$ cat src/rtl/pipeline_stall_controller_pkg.sv
// Shared state encoding and default sizing for the pipeline stall controller.
package pipeline_stall_controller_pkg;

    typedef enum logic [1:0] {
        STATE_RUN         = 2'd0,
        STATE_LOAD_BUBBLE = 2'd1,
        STATE_MD_WAIT     = 2'd2
    } state_t;

    localparam int MD_TIMEOUT_DEFAULT = 40;
    localparam int CNT_W_DEFAULT      = 6;

endpackage

$ cat src/rtl/pipeline_stall_controller_if.sv
// Hazard flags in and latch enables / nop selects / multdiv controls out.
// STALL_STATS_EN adds the stall_cycles and flush_count statistics outputs.
interface pipeline_stall_controller_if;
    logic        load_use;
    logic        md_op_x;
    logic        md_ready;
    logic        branch_taken_x;
    logic        pc_en;
    logic        fd_en;
    logic        dx_en;
    logic        fd_nop;
    logic        dx_nop;
    logic        xm_nop;
    logic        md_go;
    logic        md_busy;
    logic        md_timeout;
`ifdef STALL_STATS_EN
    logic [31:0] stall_cycles;
    logic [31:0] flush_count;
`endif

    modport master (
        input  load_use, md_op_x, md_ready, branch_taken_x,
        output pc_en, fd_en, dx_en, fd_nop, dx_nop, xm_nop,
        output md_go, md_busy, md_timeout
`ifdef STALL_STATS_EN
        , output stall_cycles, output flush_count
`endif
    );

    modport slave (
        output load_use, md_op_x, md_ready, branch_taken_x,
        input  pc_en, fd_en, dx_en, fd_nop, dx_nop, xm_nop,
        input  md_go, md_busy, md_timeout
`ifdef STALL_STATS_EN
        , input stall_cycles, input flush_count
`endif
    );

endinterface

$ cat src/rtl/pipeline_stall_controller_md_wait_counter.sv
// Multdiv wait counter: clear, count-enable and terminal-count flag.
// Latency: tc is combinational from the registered count; no backpressure.
module md_wait_counter #(
    parameter int CNT_W = 6,
    parameter int TC    = 39
) (
    input  logic clock,
    input  logic reset,
    input  logic clr,
    input  logic en,
    output logic tc
);

    logic [CNT_W-1:0] cnt;

    always_ff @(posedge clock or negedge reset) begin
        if (!reset) begin
            cnt <= '0;
        end else if (clr) begin
            cnt <= '0;
        end else if (en) begin
            cnt <= cnt + CNT_W'(1);
        end
    end

    assign tc = (cnt == CNT_W'(TC));

endmodule

$ cat src/rtl/pipeline_stall_controller.sv
// Hazard sequencer: stalls/flushes the 5-stage pipe for load-use, branches and multdiv.
// Latency: outputs decode combinationally from state+inputs; stalls via enables. Option: STALL_STATS_EN.
module pipeline_stall_controller
    import pipeline_stall_controller_pkg::*;
#(
    parameter int MD_TIMEOUT = MD_TIMEOUT_DEFAULT,
    parameter int CNT_W      = CNT_W_DEFAULT
) (
    input  logic                        clock,
    input  logic                        reset,
    pipeline_stall_controller_if.master ps
);

    state_t state;
    state_t state_nxt;
    logic   md_tc;
    logic   set_timeout;
    logic   timeout_q;
    logic   pc_en, fd_en, dx_en, fd_nop, dx_nop, xm_nop, md_go;

    md_wait_counter #(
        .CNT_W (CNT_W),
        .TC    (MD_TIMEOUT - 1)
    ) u_md_wait_counter (
        .clock (clock),
        .reset (reset),
        .clr   (state != STATE_MD_WAIT),
        .en    (state == STATE_MD_WAIT),
        .tc    (md_tc)
    );

    always_ff @(posedge clock or negedge reset) begin
        if (!reset) begin
            state     <= STATE_RUN;
            timeout_q <= 1'b0;
        end else begin
            state <= state_nxt;
            if (set_timeout) begin
                timeout_q <= 1'b1;
            end
        end
    end

    always_comb begin
        state_nxt   = state;
        set_timeout = 1'b0;
        pc_en       = 1'b1;
        fd_en       = 1'b1;
        dx_en       = 1'b1;
        fd_nop      = 1'b0;
        dx_nop      = 1'b0;
        xm_nop      = 1'b0;
        md_go       = 1'b0;
        case (state)
            STATE_RUN: begin
                if (ps.md_op_x) begin
                    md_go     = 1'b1;
                    xm_nop    = 1'b1;
                    pc_en     = 1'b0;
                    fd_en     = 1'b0;
                    dx_en     = 1'b0;
                    state_nxt = STATE_MD_WAIT;
                end else if (ps.branch_taken_x) begin
                    fd_nop = 1'b1;
                    dx_nop = 1'b1;
                end else if (ps.load_use) begin
                    pc_en     = 1'b0;
                    fd_en     = 1'b0;
                    dx_nop    = 1'b1;
                    state_nxt = STATE_LOAD_BUBBLE;
                end
            end
            // The bubble now in X is neither a lw nor a branch, so inputs are moot here.
            STATE_LOAD_BUBBLE: begin
                state_nxt = STATE_RUN;
            end
            STATE_MD_WAIT: begin
                pc_en  = 1'b0;
                fd_en  = 1'b0;
                dx_en  = 1'b0;
                xm_nop = 1'b1;
                if (ps.md_ready) begin
                    pc_en     = 1'b1;
                    fd_en     = 1'b1;
                    dx_en     = 1'b1;
                    xm_nop    = 1'b0;
                    state_nxt = STATE_RUN;
                end else if (md_tc) begin
                    // Abort: release the pipe but keep the garbage result out of X/M.
                    pc_en       = 1'b1;
                    fd_en       = 1'b1;
                    dx_en       = 1'b1;
                    set_timeout = 1'b1;
                    state_nxt   = STATE_RUN;
                end
            end
            default: begin
                state_nxt = STATE_RUN;
            end
        endcase
    end

    assign ps.pc_en      = pc_en;
    assign ps.fd_en      = fd_en;
    assign ps.dx_en      = dx_en;
    assign ps.fd_nop     = fd_nop;
    assign ps.dx_nop     = dx_nop;
    assign ps.xm_nop     = xm_nop;
    assign ps.md_go      = md_go;
    assign ps.md_busy    = (state == STATE_MD_WAIT);
    assign ps.md_timeout = timeout_q;

`ifdef STALL_STATS_EN
    logic [31:0] stall_cycles_q;
    logic [31:0] flush_count_q;

    always_ff @(posedge clock or negedge reset) begin
        if (!reset) begin
            stall_cycles_q <= '0;
            flush_count_q  <= '0;
        end else begin
            if (!pc_en) begin
                stall_cycles_q <= stall_cycles_q + 32'd1;
            end
            if (fd_nop) begin
                flush_count_q <= flush_count_q + 32'd1;
            end
        end
    end

    assign ps.stall_cycles = stall_cycles_q;
    assign ps.flush_count  = flush_count_q;
`endif

endmodule
$ cat src/flat_wrapper.sv
// flat-port wrapper written by rule: the top's interface ports become plain ports
module pipeline_stall_controller_flat import pipeline_stall_controller_pkg::*;
#(
    parameter int MD_TIMEOUT = MD_TIMEOUT_DEFAULT,
    parameter int CNT_W      = CNT_W_DEFAULT
)
  (clock, reset, ps_load_use, ps_md_op_x, ps_md_ready, ps_branch_taken_x, ps_pc_en, ps_fd_en, ps_dx_en, ps_fd_nop, ps_dx_nop, ps_xm_nop, ps_md_go, ps_md_busy, ps_md_timeout);
  pipeline_stall_controller_if ps_i ();
  input  logic clock;
  input  logic reset;
  input wire logic [$bits(ps_i.load_use)-1:0] ps_load_use;
  input wire logic [$bits(ps_i.md_op_x)-1:0] ps_md_op_x;
  input wire logic [$bits(ps_i.md_ready)-1:0] ps_md_ready;
  input wire logic [$bits(ps_i.branch_taken_x)-1:0] ps_branch_taken_x;
  output wire logic [$bits(ps_i.pc_en)-1:0] ps_pc_en;
  output wire logic [$bits(ps_i.fd_en)-1:0] ps_fd_en;
  output wire logic [$bits(ps_i.dx_en)-1:0] ps_dx_en;
  output wire logic [$bits(ps_i.fd_nop)-1:0] ps_fd_nop;
  output wire logic [$bits(ps_i.dx_nop)-1:0] ps_dx_nop;
  output wire logic [$bits(ps_i.xm_nop)-1:0] ps_xm_nop;
  output wire logic [$bits(ps_i.md_go)-1:0] ps_md_go;
  output wire logic [$bits(ps_i.md_busy)-1:0] ps_md_busy;
  output wire logic [$bits(ps_i.md_timeout)-1:0] ps_md_timeout;
  assign ps_i.load_use = ps_load_use;
  assign ps_i.md_op_x = ps_md_op_x;
  assign ps_i.md_ready = ps_md_ready;
  assign ps_i.branch_taken_x = ps_branch_taken_x;
  assign ps_pc_en = ps_i.pc_en;
  assign ps_fd_en = ps_i.fd_en;
  assign ps_dx_en = ps_i.dx_en;
  assign ps_fd_nop = ps_i.fd_nop;
  assign ps_dx_nop = ps_i.dx_nop;
  assign ps_xm_nop = ps_i.xm_nop;
  assign ps_md_go = ps_i.md_go;
  assign ps_md_busy = ps_i.md_busy;
  assign ps_md_timeout = ps_i.md_timeout;
  pipeline_stall_controller #(.MD_TIMEOUT(MD_TIMEOUT), .CNT_W(CNT_W)) u_core (.clock(clock), .reset(reset), .ps(ps_i));
endmodule
$ cat config.mk
export PLATFORM = sky130hd
export DESIGN_NAME = pipeline_stall_controller_flat
export DESIGN_NICKNAME = d
export VERILOG_FILES = /design/src/rtl/pipeline_stall_controller_pkg.sv /design/src/rtl/pipeline_stall_controller_if.sv /design/src/rtl/pipeline_stall_controller_md_wait_counter.sv /design/src/rtl/pipeline_stall_controller.sv /design/src/flat_wrapper.sv
export SDC_FILE = /design/constraint.sdc
export NUM_CORES = 1
export LEC_CHECK = 0
export ABC_AREA = 1
export BUFFER_PORTS_ARGS = -buffer_cell sky130_fd_sc_hd__buf_2
export CAP_MARGIN = 20
export CORE_AREA = 2 2 39 41
export DETAILED_ROUTE_END_ITERATION = 10
export DIE_AREA = 0 0 41 43
export GPL_TIMING_DRIVEN = 0
export HOLD_SLACK_MARGIN = 0.02
export PLACE_DENSITY = 0.58
export RECOVER_POWER = 100
export SLEW_MARGIN = 20
export SYNTH_ARGS = -nofsm -noshare
export SYNTH_HDL_FRONTEND = slang
export SYNTH_SLANG_ARGS = --single-unit
$ cat constraint.sdc
create_clock -name clock -period 1.9 [get_ports clock]
set_clock_uncertainty 0.2 [all_clocks]
set_input_delay 0.38 -clock clock [delete_from_list [all_inputs] [get_ports clock]]
set_output_delay 0.38 -clock clock [all_outputs]
set_load 0.05 [all_outputs]
==> run_results.csv, run 1 <==
group,metric,value,unit
layout,fin_area,776,um^2
synth,ys_warn_count,0,
layout,area_growth,61.5,%
status,outcome,"finished with violations",
clock_tree,clockBufferDepth,2,
clock_tree,h-tree-depth,1,
synth,synth_area_leader_cell,"dfrtp_1",
worst_setup_path,critical_path.max_fanout,3,
timing,hold_ws,0.246,ns
timing,slew_headroom,66.8,%
power_and_ir_drop,peakVddDrop,0.000891,V
clock_tree,cts_tree,"done",
detailed_routing,route.detailed.wl_per_inst,9.59,um
global_route,antenna_found_initial,0,
synth,synth-edff-count,0,
power_and_ir_drop,leakage,0.405,nW
synth,synth_flop_cell,"dfrtp_1",
layout,layout-drive-gt1-share,46.9,%
synth,syn_area_per_cell,7.28,um^2
floorplanning,die_y,43,um
worst_setup_path,rr_worst_depth,13,
synth,ys_ff_latch,9,
global_route,grt_pass1_wl,1790,um
status,violations,"negative setup slack",
clock_tree,clkSinkCount,9,
synth,synth_cell_type_count,13,
power_and_ir_drop,combPwrFrac,65.4,%
worst_hold_path,hold_depth,4,
detailed_routing,vias,492,
timing,setup_viol,4,
detailed_routing,ant_nets,0,
worst_setup_path,timing.rr.start,"u_core.u_md_wait_counter.cnt[0]",
job,cap_violations,0,
synth,yosysTopAreaCellShare,46.9,%
floorplanning,fp-row-count,14,
detailed_routing,dr.pass1.iters,4,
layout,fin_nets,104,
global_route,grt_pass1_vias,496,
synth,synth-async-reset-ratio,100,%
power_and_ir_drop,p_per_area,1520,nW/um^2
timing,finalMaxSlewViolations,0,
floorplanning,fp.coreArea,1380,um^2
detailed_routing,wl,1070,um
worst_hold_path,min_to,"u_core.ps.md_timeout",
synth,synth_area,480,um^2
worst_setup_path,r2r_end,"u_core.state[0]",
power_and_ir_drop,clockPowerShare,12.4,%
detailed_routing,vias_per_cell,4.39,
global_route,grt.total_usage,14.6,%
timing,final.min_clock_period,2.03,ns
synth,ys_top_cells_by_area,"dfrtp_1 (47%), nand2_1 (12%), inv_1 (7.8%)",
placement,dpl-instance-area,587,um^2
power_and_ir_drop,p_int,604,uW
worst_setup_path,r2r_slack,-0.09,ns
synth,synth_commonest_cells,"nand2_1 (15), inv_1 (10), nor2_1 (10), dfrtp_1 (9), o21ai_0 (5)",
timing,tightest_slew,0.499,ns
floorplanning,start_util,34.7,%
clock_tree,cts_buffers,3,
timing,fin_crit_sh,107,%
worst_setup_path,end_kind,"output port",
global_route,grt_max_degree,10,
power_and_ir_drop,p_switching,579,uW
worst_setup_path,worstSetupStartpoint,"u_core.u_md_wait_counter.cnt[0]",
power_and_ir_drop,pwr-share-seq,22.2,%
synth,synth.net_count,73,
floorplanning,ios,15,
synth,seq_area_frac_synth,46.9,%
timing,grt_setup_unrepaired,"true",
worst_setup_path,worstPathArrival,1.45,ns
power_and_ir_drop,switching_share,49.0,%
timing,fin_ws,-0.130,ns
global_route,gr-total-overflow,0,
synth,yosysMostFrequentCell,"nand2_1",
detailed_routing,drt_iter0_drc,4,
floorplanning,die_w,41,um
worst_hold_path,hold_class,"input pin to register",
floorplanning,dieArea,1760,um^2
placement,hpwl,737,um
worst_setup_path,crit_type,"register to output port",
clock_tree,cts-root-buf,"clkbuf_4",
timing,max_freq,493,MHz
placement,io_buffer_count,14,
clock_tree,clk_pin_slew,0.07,ns
placement,place.gp.congestion,0.763,
layout,diodes,0,
synth,syn_inst,66,
timing,finalHoldViolCount,0,
worst_setup_path,start_kind,"register",
worst_hold_path,holdCritStartpoint,"ps_md_ready",
detailed_routing,route.detailed.drc,0,
clock_tree,worstSkewPairLatency,0.25,ns
worst_setup_path,crit_required,1.32,ns
[worst max path at each step]
stage | endpoint | cells after the start | slack, ns
floorplan | ps_pc_en | 8 | 0.03
global placement | ps_pc_en | 9 | -0.07
detailed placement | ps_pc_en | 9 | -0.09
CTS | ps_pc_en | 9 | -0.15
global route | ps_pc_en | 9 | -0.22
finish | ps_pc_en | 9 | -0.13
[through the flow]
step           cells  power, mW  TNS (ns)  setup WS [ns]  utilization [%]
2_1_floorplan     66      0.714         0         0.0283                -
3_3_place_gp      96      0.816   -0.0704        -0.0704             42.4
3_5_place_dp      96      0.819   -0.0896        -0.0859             42.4
4_1_cts          109       1.11    -0.415         -0.148             51.5
5_1_grt          112       1.26    -0.797         -0.219             56.1
6_report         112       1.18    -0.433         -0.130             56.1
[registers in the layout (all words and copies together) (netlist names)]
name	cells
u_core.u_md_wait_counter.cnt	6
u_core.state	2
u_core.ps.md_timeout	1
[final cells by class]
class,count,area [um^2]
Fill cell,127,608
Multi-Input combinational cell,44,256
Sequential cell,9,225
Timing Repair Buffer,26,191
Inverter,12,45.0
Clock buffer,4,26.3
Tap cell,16,20.0
Buffer,1,11.3
[power groups by stage]
| stage | logic [mW] | registers (mW) | clock network (mW) |
|---|---|---|---|
| CTS | 0.711 | 0.251 | 0.150 |
| global placement | 0.555 | 0.261 | 0 |
| floorplan | 0.457 | 0.257 | 0 |
| global route | 0.832 | 0.266 | 0.165 |
| detailed placement | 0.556 | 0.263 | 0 |
| finish | 0.773 | 0.263 | 0.147 |
[routing by layer]
layer	track usage (%)	vias to the layer above	wire length, um
met2	24.7	6	582
met1	17.5	223	449
met3	4.19	0	43
met4	2.67	0	0
met5	0	-	0
li1	-	263	-
[repair_timing]
action	in CTS	in global routing
endpoints found under the hold margin	9	0
pin swaps	1	4
endpoints found under the setup margin	4	8
setup buffers	8	3
resized for setup	10	13
hold buffers	1	0
[placed cells by master, fill, tap and decap left out, drive strengths merged]
cell	n
o21ai	5
clkbuf	6
nand2	16
a21oi	3
nor3	1
buf	24
dfrtp	9
nand3	4
nor2	14
dlygate4sd3	1
ha	1
inv	12
[kinds of logic after synthesis]
logic type / share of synthesized area, %
compound gates: 8.33
fa+ha+maj: 2.60
buf+inv: 10.9
simple gates: 31.2
flops: 46.9
[critical path: stages, from the launching register on]
cell     delay, ns
dfrtp_1       0.39
ha_4          0.17
nand2_4       0.06
nor2_4        0.11
nand2_2       0.06
nand2_2       0.07
nand2_2       0.05
nand2_4       0.06
buf_6         0.09
buf_8         0.13
Note: power is estimated with default switching activity, not from simulation.
==> inputs of run 2 (changes only) <==
Settings changed: CELL_PAD_IN_SITES_DETAIL_PLACEMENT set to 1, CELL_PAD_IN_SITES_GLOBAL_PLACEMENT set to 1, CORE_AREA 2 2 39 41 to unset, CORE_MARGIN set to 2, CORE_UTILIZATION set to 32, DIE_AREA 0 0 41 43 to unset, PLACE_DENSITY 0.58 to 0.7.
==> run_results.csv, run 2 (synthesis gave the netlist of run 1 again) <==
group,metric,value,unit
status,outcome,"finished with violations",
status,violations,"negative setup slack",
timing,tightest_slew,0.588,ns
power_and_ir_drop,clockPowerShare,12.9,%
detailed_routing,route.detailed.wl_per_inst,11.9,um
timing,grt_setup_unrepaired,"true",
layout,mostFrequentLayoutCells,"nor2_1 (10), inv_1 (9), nand2_1 (9), dfrtp_1 (9)",
clock_tree,cts_tree,"done",
clock_tree,cts_buffers,3,
detailed_routing,ant_nets,0,
floorplanning,start_util,35.6,%
worst_setup_path,critical_path.max_fanout,2,
worst_setup_path,crit_required,1.32,ns
layout,top_register,"u_core.u_md_wait_counter.cnt",
worst_setup_path,cpLargestDelayFamily,"flip-flops",
global_route,grt_pass1_wl,2130,um
floorplanning,ios,15,
layout,largest_reg_flops,6,
power_and_ir_drop,combPwrFrac,63.8,%
layout,diodes,0,
floorplanning,fp.coreArea,1350,um^2
detailed_routing,drt_iter0_drc,3,
placement,hpwl,880,um
timing,setup_viol,3,
layout,layout-drive-gt1-share,42.2,%
floorplanning,fp-row-count,13,
worst_setup_path,crit_type,"register to output port",
clock_tree,clockBufferDepth,2,
layout,fin_area,741,um^2
worst_setup_path,slowest_delay,0.41,ns
layout,area_growth,54.2,%
power_and_ir_drop,p_int,569,uW
worst_setup_path,end_kind,"output port",
timing,final.min_clock_period,2.03,ns
timing,fin_ws,-0.130,ns
worst_setup_path,cpMostUsedCell,"nand2_2",
global_route,grt_pass1_vias,514,
worst_hold_path,hold_class,"input pin to register",
global_route,gr-total-overflow,0,
floorplanning,dieArea,1830,um^2
power_and_ir_drop,p_switching,590,uW
power_and_ir_drop,pwr-share-seq,23.2,%
worst_setup_path,worst_path_max_delay_cell,"dfrtp_1",
clock_tree,clk_pin_slew,0.06,ns
timing,max_freq,493,MHz
power_and_ir_drop,p_per_area,1560,nW/um^2
global_route,grt_max_degree,10,
timing,finalHoldViolCount,0,
placement,place.gp.congestion,0.692,
detailed_routing,vias_per_cell,4.64,
power_and_ir_drop,switching_share,50.9,%
job,cap_violations,0,
detailed_routing,route.detailed.drc,0,
clock_tree,worstSkewPairLatency,0.27,ns
worst_setup_path,cp_num_buf_inv,2,
timing,fin_crit_sh,107,%
power_and_ir_drop,peakVddDrop,0.000666,V
clock_tree,clkSinkCount,9,
timing,setup_tns,-0.302,ns
detailed_routing,wl,1250,um
detailed_routing,dr.pass1.iters,2,
timing,slew_headroom,61.0,%
layout,fin_nets,98,
power_and_ir_drop,power,1.16,mW
floorplanning,die_y,42.8,um
placement,io_buffer_count,14,
worst_setup_path,worstPathArrival,1.45,ns
power_and_ir_drop,leakage,0.383,nW
timing,finalMaxSlewViolations,0,
layout,layout_commonest_cell,"nor2_1",
floorplanning,die_w,42.8,um
worst_setup_path,start_kind,"register",
global_route,grt.total_usage,16.0,%
worst_setup_path,crit_chain,"ha_4 > nand2_4 > nor2_4 > nand2_2 > nand2_2 > nand2_2 > nand2_4 > buf_6 > buf_8",
clock_tree,cts-root-buf,"clkbuf_4",
placement,dpl-instance-area,586,um^2
global_route,antenna_found_initial,0,
detailed_routing,vias,487,
clock_tree,h-tree-depth,1,
run 2: per-layer routing:
layer	GRT usage, %	vias to the layer above	part of all wire, %	routed length, um
met4	3.75	0	0	0
met5	0	-	0	0
met2	27.0	10	51	636
li1	-	250	-	-
met3	6.38	0	5.0	62
met1	18.9	227	44	553
run 2: what timing repair did:
action	CTS	global route
buffers inserted	4	1
gates resized for setup	20	10
endpoints found under the hold margin	9	0
pin swaps	2	3
hold buffers	1	0
setup endpoints to repair	5	7
run 2: per-stage QoR:
stage                     setup slack, ns  cells  hold WS (ns)  util [%]
after floorplan                    0.0283     66        -0.116         -
after global placement             -0.102     95        0.0442      43.4
after detailed placement           -0.103     95        0.0417      43.4
after CTS                          -0.151    104         0.221      53.7
after global routing               -0.223    105         0.284      54.9
final                              -0.130    105         0.234      54.9
run 2: layout make-up:
cell class / count / area, um^2
Buffer: 1 / 11.3
Clock buffer: 3 / 22.5
Clock inverter: 1 / 5.00
Fill cell: 166 / 609
Inverter: 12 / 45.0
Multi-Input combinational cell: 44 / 259
Sequential cell: 9 / 225
Tap cell: 15 / 18.8
Timing Repair Buffer: 20 / 154
run 2: final timing paths:
| kind | slack (ns) | depth (start not counted) | startpoint | to |
|---|---|---|---|---|
| hold reg to reg | 0.26 | 2 | u_core.ps.md_timeout | u_core.ps.md_timeout |
| hold / removal | 0.23 | 4 | ps_md_ready | u_core.ps.md_timeout |
| min in group asynchronous | 0.38 | 2 | reset | u_core.u_md_wait_counter.cnt[5] |
| setup / recovery | -0.13 | 9 | u_core.u_md_wait_counter.cnt[0] | ps_pc_en |
| max in group asynchronous | 0.80 | 2 | reset | u_core.u_md_wait_counter.cnt[3] |
| setup reg to reg | 0.55 | 7 | u_core.u_md_wait_counter.cnt[1] | u_core.u_md_wait_counter.cnt[5] |
run 2: power by group through the flow:
stage | logic (mW) | registers (mW) | clock network (mW)
after global placement | 0.564 | 0.264 | 0
final | 0.739 | 0.269 | 0.150
after CTS | 0.713 | 0.269 | 0.159
after global routing | 0.792 | 0.274 | 0.166
after floorplan | 0.457 | 0.257 | 0
after detailed placement | 0.568 | 0.266 | 0
run 2: worst min-delay path: cells and delay by family:
| kind | cells | cell delay, ns |
|---|---|---|
| buf+inv | 1 | 0.11 |
| simple gates | 3 | 0.16 |
==> inputs of run 3 (changes only) <==
Clock period 1.9 ns to 2.3 ns, I/O delays scaled along.
==> run_results.csv, run 3 (synthesis gave the netlist of run 1 again) <==
group,metric,value,unit
floorplanning,die_y,42.8,um
worst_setup_path,rr_worst_depth,7,
power_and_ir_drop,combPwrFrac,58.8,%
placement,hpwl,820,um
worst_setup_path,r2r_end,"u_core.state[0]",
global_route,grt.total_usage,13.4,%
power_and_ir_drop,p_int,382,uW
worst_hold_path,hold_depth,2,
clock_tree,worstSkewPairLatency,0.26,ns
placement,dpl-instance-area,569,um^2
layout,top_register,"u_core.u_md_wait_counter.cnt",
detailed_routing,wl,1000,um
detailed_routing,route.detailed.drc,0,
global_route,antenna_found_initial,0,
layout,fin_nets,94,
detailed_routing,dr.pass1.iters,4,
global_route,gr-total-overflow,0,
power_and_ir_drop,clockPowerShare,14.9,%
placement,place.gp.congestion,0.690,
power_and_ir_drop,p_switching,424,uW
timing,grt_setup_unrepaired,"true",
layout,layout_commonest_cell,"nand2_1",
clock_tree,clk_pin_slew,0.06,ns
worst_hold_path,hold_class,"register to register",
power_and_ir_drop,pwr-share-seq,26.3,%
layout,final_core_util,46.2,%
timing,setup_viol,0,
layout,fin_area,623,um^2
layout,mostFrequentLayoutCells,"nand2_1 (15), buf_2 (11), inv_1 (10), nor2_1 (10), dfrtp_1 (9)",
global_route,grt_pass1_vias,444,
worst_setup_path,start_kind,"register",
global_route,use_met1,17.4,%
worst_setup_path,worstPathArrival,1.50,ns
floorplanning,die_w,42.8,um
clock_tree,cts_tree,"done",
timing,max_freq,462,MHz
timing,finalMaxSlewViolations,0,
global_route,top_usage_layer,"met2",
status,outcome,"complete, no violations",
timing,fin_crit_sh,94.1,%
clock_tree,h-tree-depth,1,
worst_setup_path,end_kind,"output port",
worst_hold_path,min_to,"u_core.ps.md_timeout",
clock_tree,clockBufferDepth,2,
floorplanning,dieArea,1830,um^2
power_and_ir_drop,peakVddDrop,0.000506,V
placement,io_buffer_count,14,
global_route,grt_pass1_wl,1790,um
global_route,use_met3,6.38,%
floorplanning,fp.coreArea,1350,um^2
worst_setup_path,crit_type,"register to output port",
detailed_routing,drt_iter0_drc,11,
timing,slew_headroom,67.3,%
global_route,grtUsageMet2,19.7,%
layout,largest_reg_flops,6,
clock_tree,cts_buffers,3,
power_and_ir_drop,switching_share,52.6,%
timing,final.min_clock_period,2.16,ns
detailed_routing,vias_per_cell,4.47,
worst_setup_path,timing.rr.start,"u_core.u_md_wait_counter.cnt[0]",
detailed_routing,ant_nets,0,
clock_tree,clkSinkCount,9,
worst_setup_path,critical_path.max_fanout,3,
job,cap_violations,0,
layout,diodes,0,
detailed_routing,route.detailed.wl_per_inst,9.91,um
worst_setup_path,crit_required,1.64,ns
detailed_routing,vias,451,
power_and_ir_drop,leakage,0.331,nW
timing,finalHoldViolCount,0,
timing,tightest_slew,0.490,ns
floorplanning,ios,15,
global_route,grt_max_degree,10,
floorplanning,fp-row-count,13,
power_and_ir_drop,p_per_area,1290,nW/um^2
floorplanning,start_util,35.6,%
worst_setup_path,r2r_slack,0.99,ns
layout,layout-drive-gt1-share,30.2,%
worst_hold_path,holdCritStartpoint,"u_core.ps.md_timeout",
layout,area_growth,29.7,%
clock_tree,cts-root-buf,"clkbuf_4",
run 3: repair_timing:
action                                  CTS  global route
endpoints found under the setup margin    1             3
gates cloned                              0             0
endpoints found under the hold margin     9             0
buffers inserted                          0             1
resized for setup                         1             4
hold buffers                              1             0
run 3: how the worst max path moves through the flow:
stage / from / endpoint
final: u_core.u_md_wait_counter.cnt[0] / ps_fd_en
after global routing: u_core.u_md_wait_counter.cnt[0] / ps_fd_en
after CTS: u_core.u_md_wait_counter.cnt[0] / ps_dx_en
after detailed placement: u_core.u_md_wait_counter.cnt[0] / ps_pc_en
after global placement: u_core.u_md_wait_counter.cnt[0] / ps_pc_en
after floorplan: u_core.state[1] / ps_xm_nop
run 3: power by group through the flow:
stage | Combinational (mW) | Sequential (mW) | Clock, mW
floorplan | 0.355 | 0.212 | 0
global placement | 0.443 | 0.217 | 0
detailed placement | 0.446 | 0.218 | 0
CTS | 0.455 | 0.215 | 0.128
global route | 0.518 | 0.217 | 0.137
finish | 0.474 | 0.212 | 0.120
run 3: final cells by class:
class,count,area (um^2)
Sequential cell,9,225
Clock buffer,4,26.3
Fill cell,180,727
Multi-Input combinational cell,44,205
Tap cell,15,18.8
Buffer,1,7.51
Timing Repair Buffer,16,95.1
Inverter,12,45.0
run 3: per-layer routing:
metal / part of all wire [%] / routed length [um]
met4: 0 / 0
met5: 0 / 0
met2: 44 / 445
met3: 4.3 / 43
met1: 51 / 512
run 3: per-stage QoR:
stage / hold WS, ns / setup WS, ns / total power [mW] / setup TNS, ns / instances
6_report: 0.253 / 0.136 / 0.806 / 0 / 101
2_1_floorplan: -0.0356 / 0.0148 / 0.568 / 0 / 66
3_3_place_gp: 0.122 / 0.261 / 0.660 / 0 / 95
3_5_place_dp: 0.124 / 0.250 / 0.664 / 0 / 95
4_1_cts: 0.261 / 0.0141 / 0.798 / 0 / 100
5_1_grt: 0.299 / -0.0252 / 0.871 / -0.0467 / 101
run 3: critical path, stage by stage (launching register included):
cell	delay, ns
dfrtp_1	0.38
ha_2	0.21
nand2_2	0.07
nor2_2	0.10
nand2_1	0.07
nand2_1	0.06
nand2_1	0.04
nand2_1	0.06
buf_2	0.26
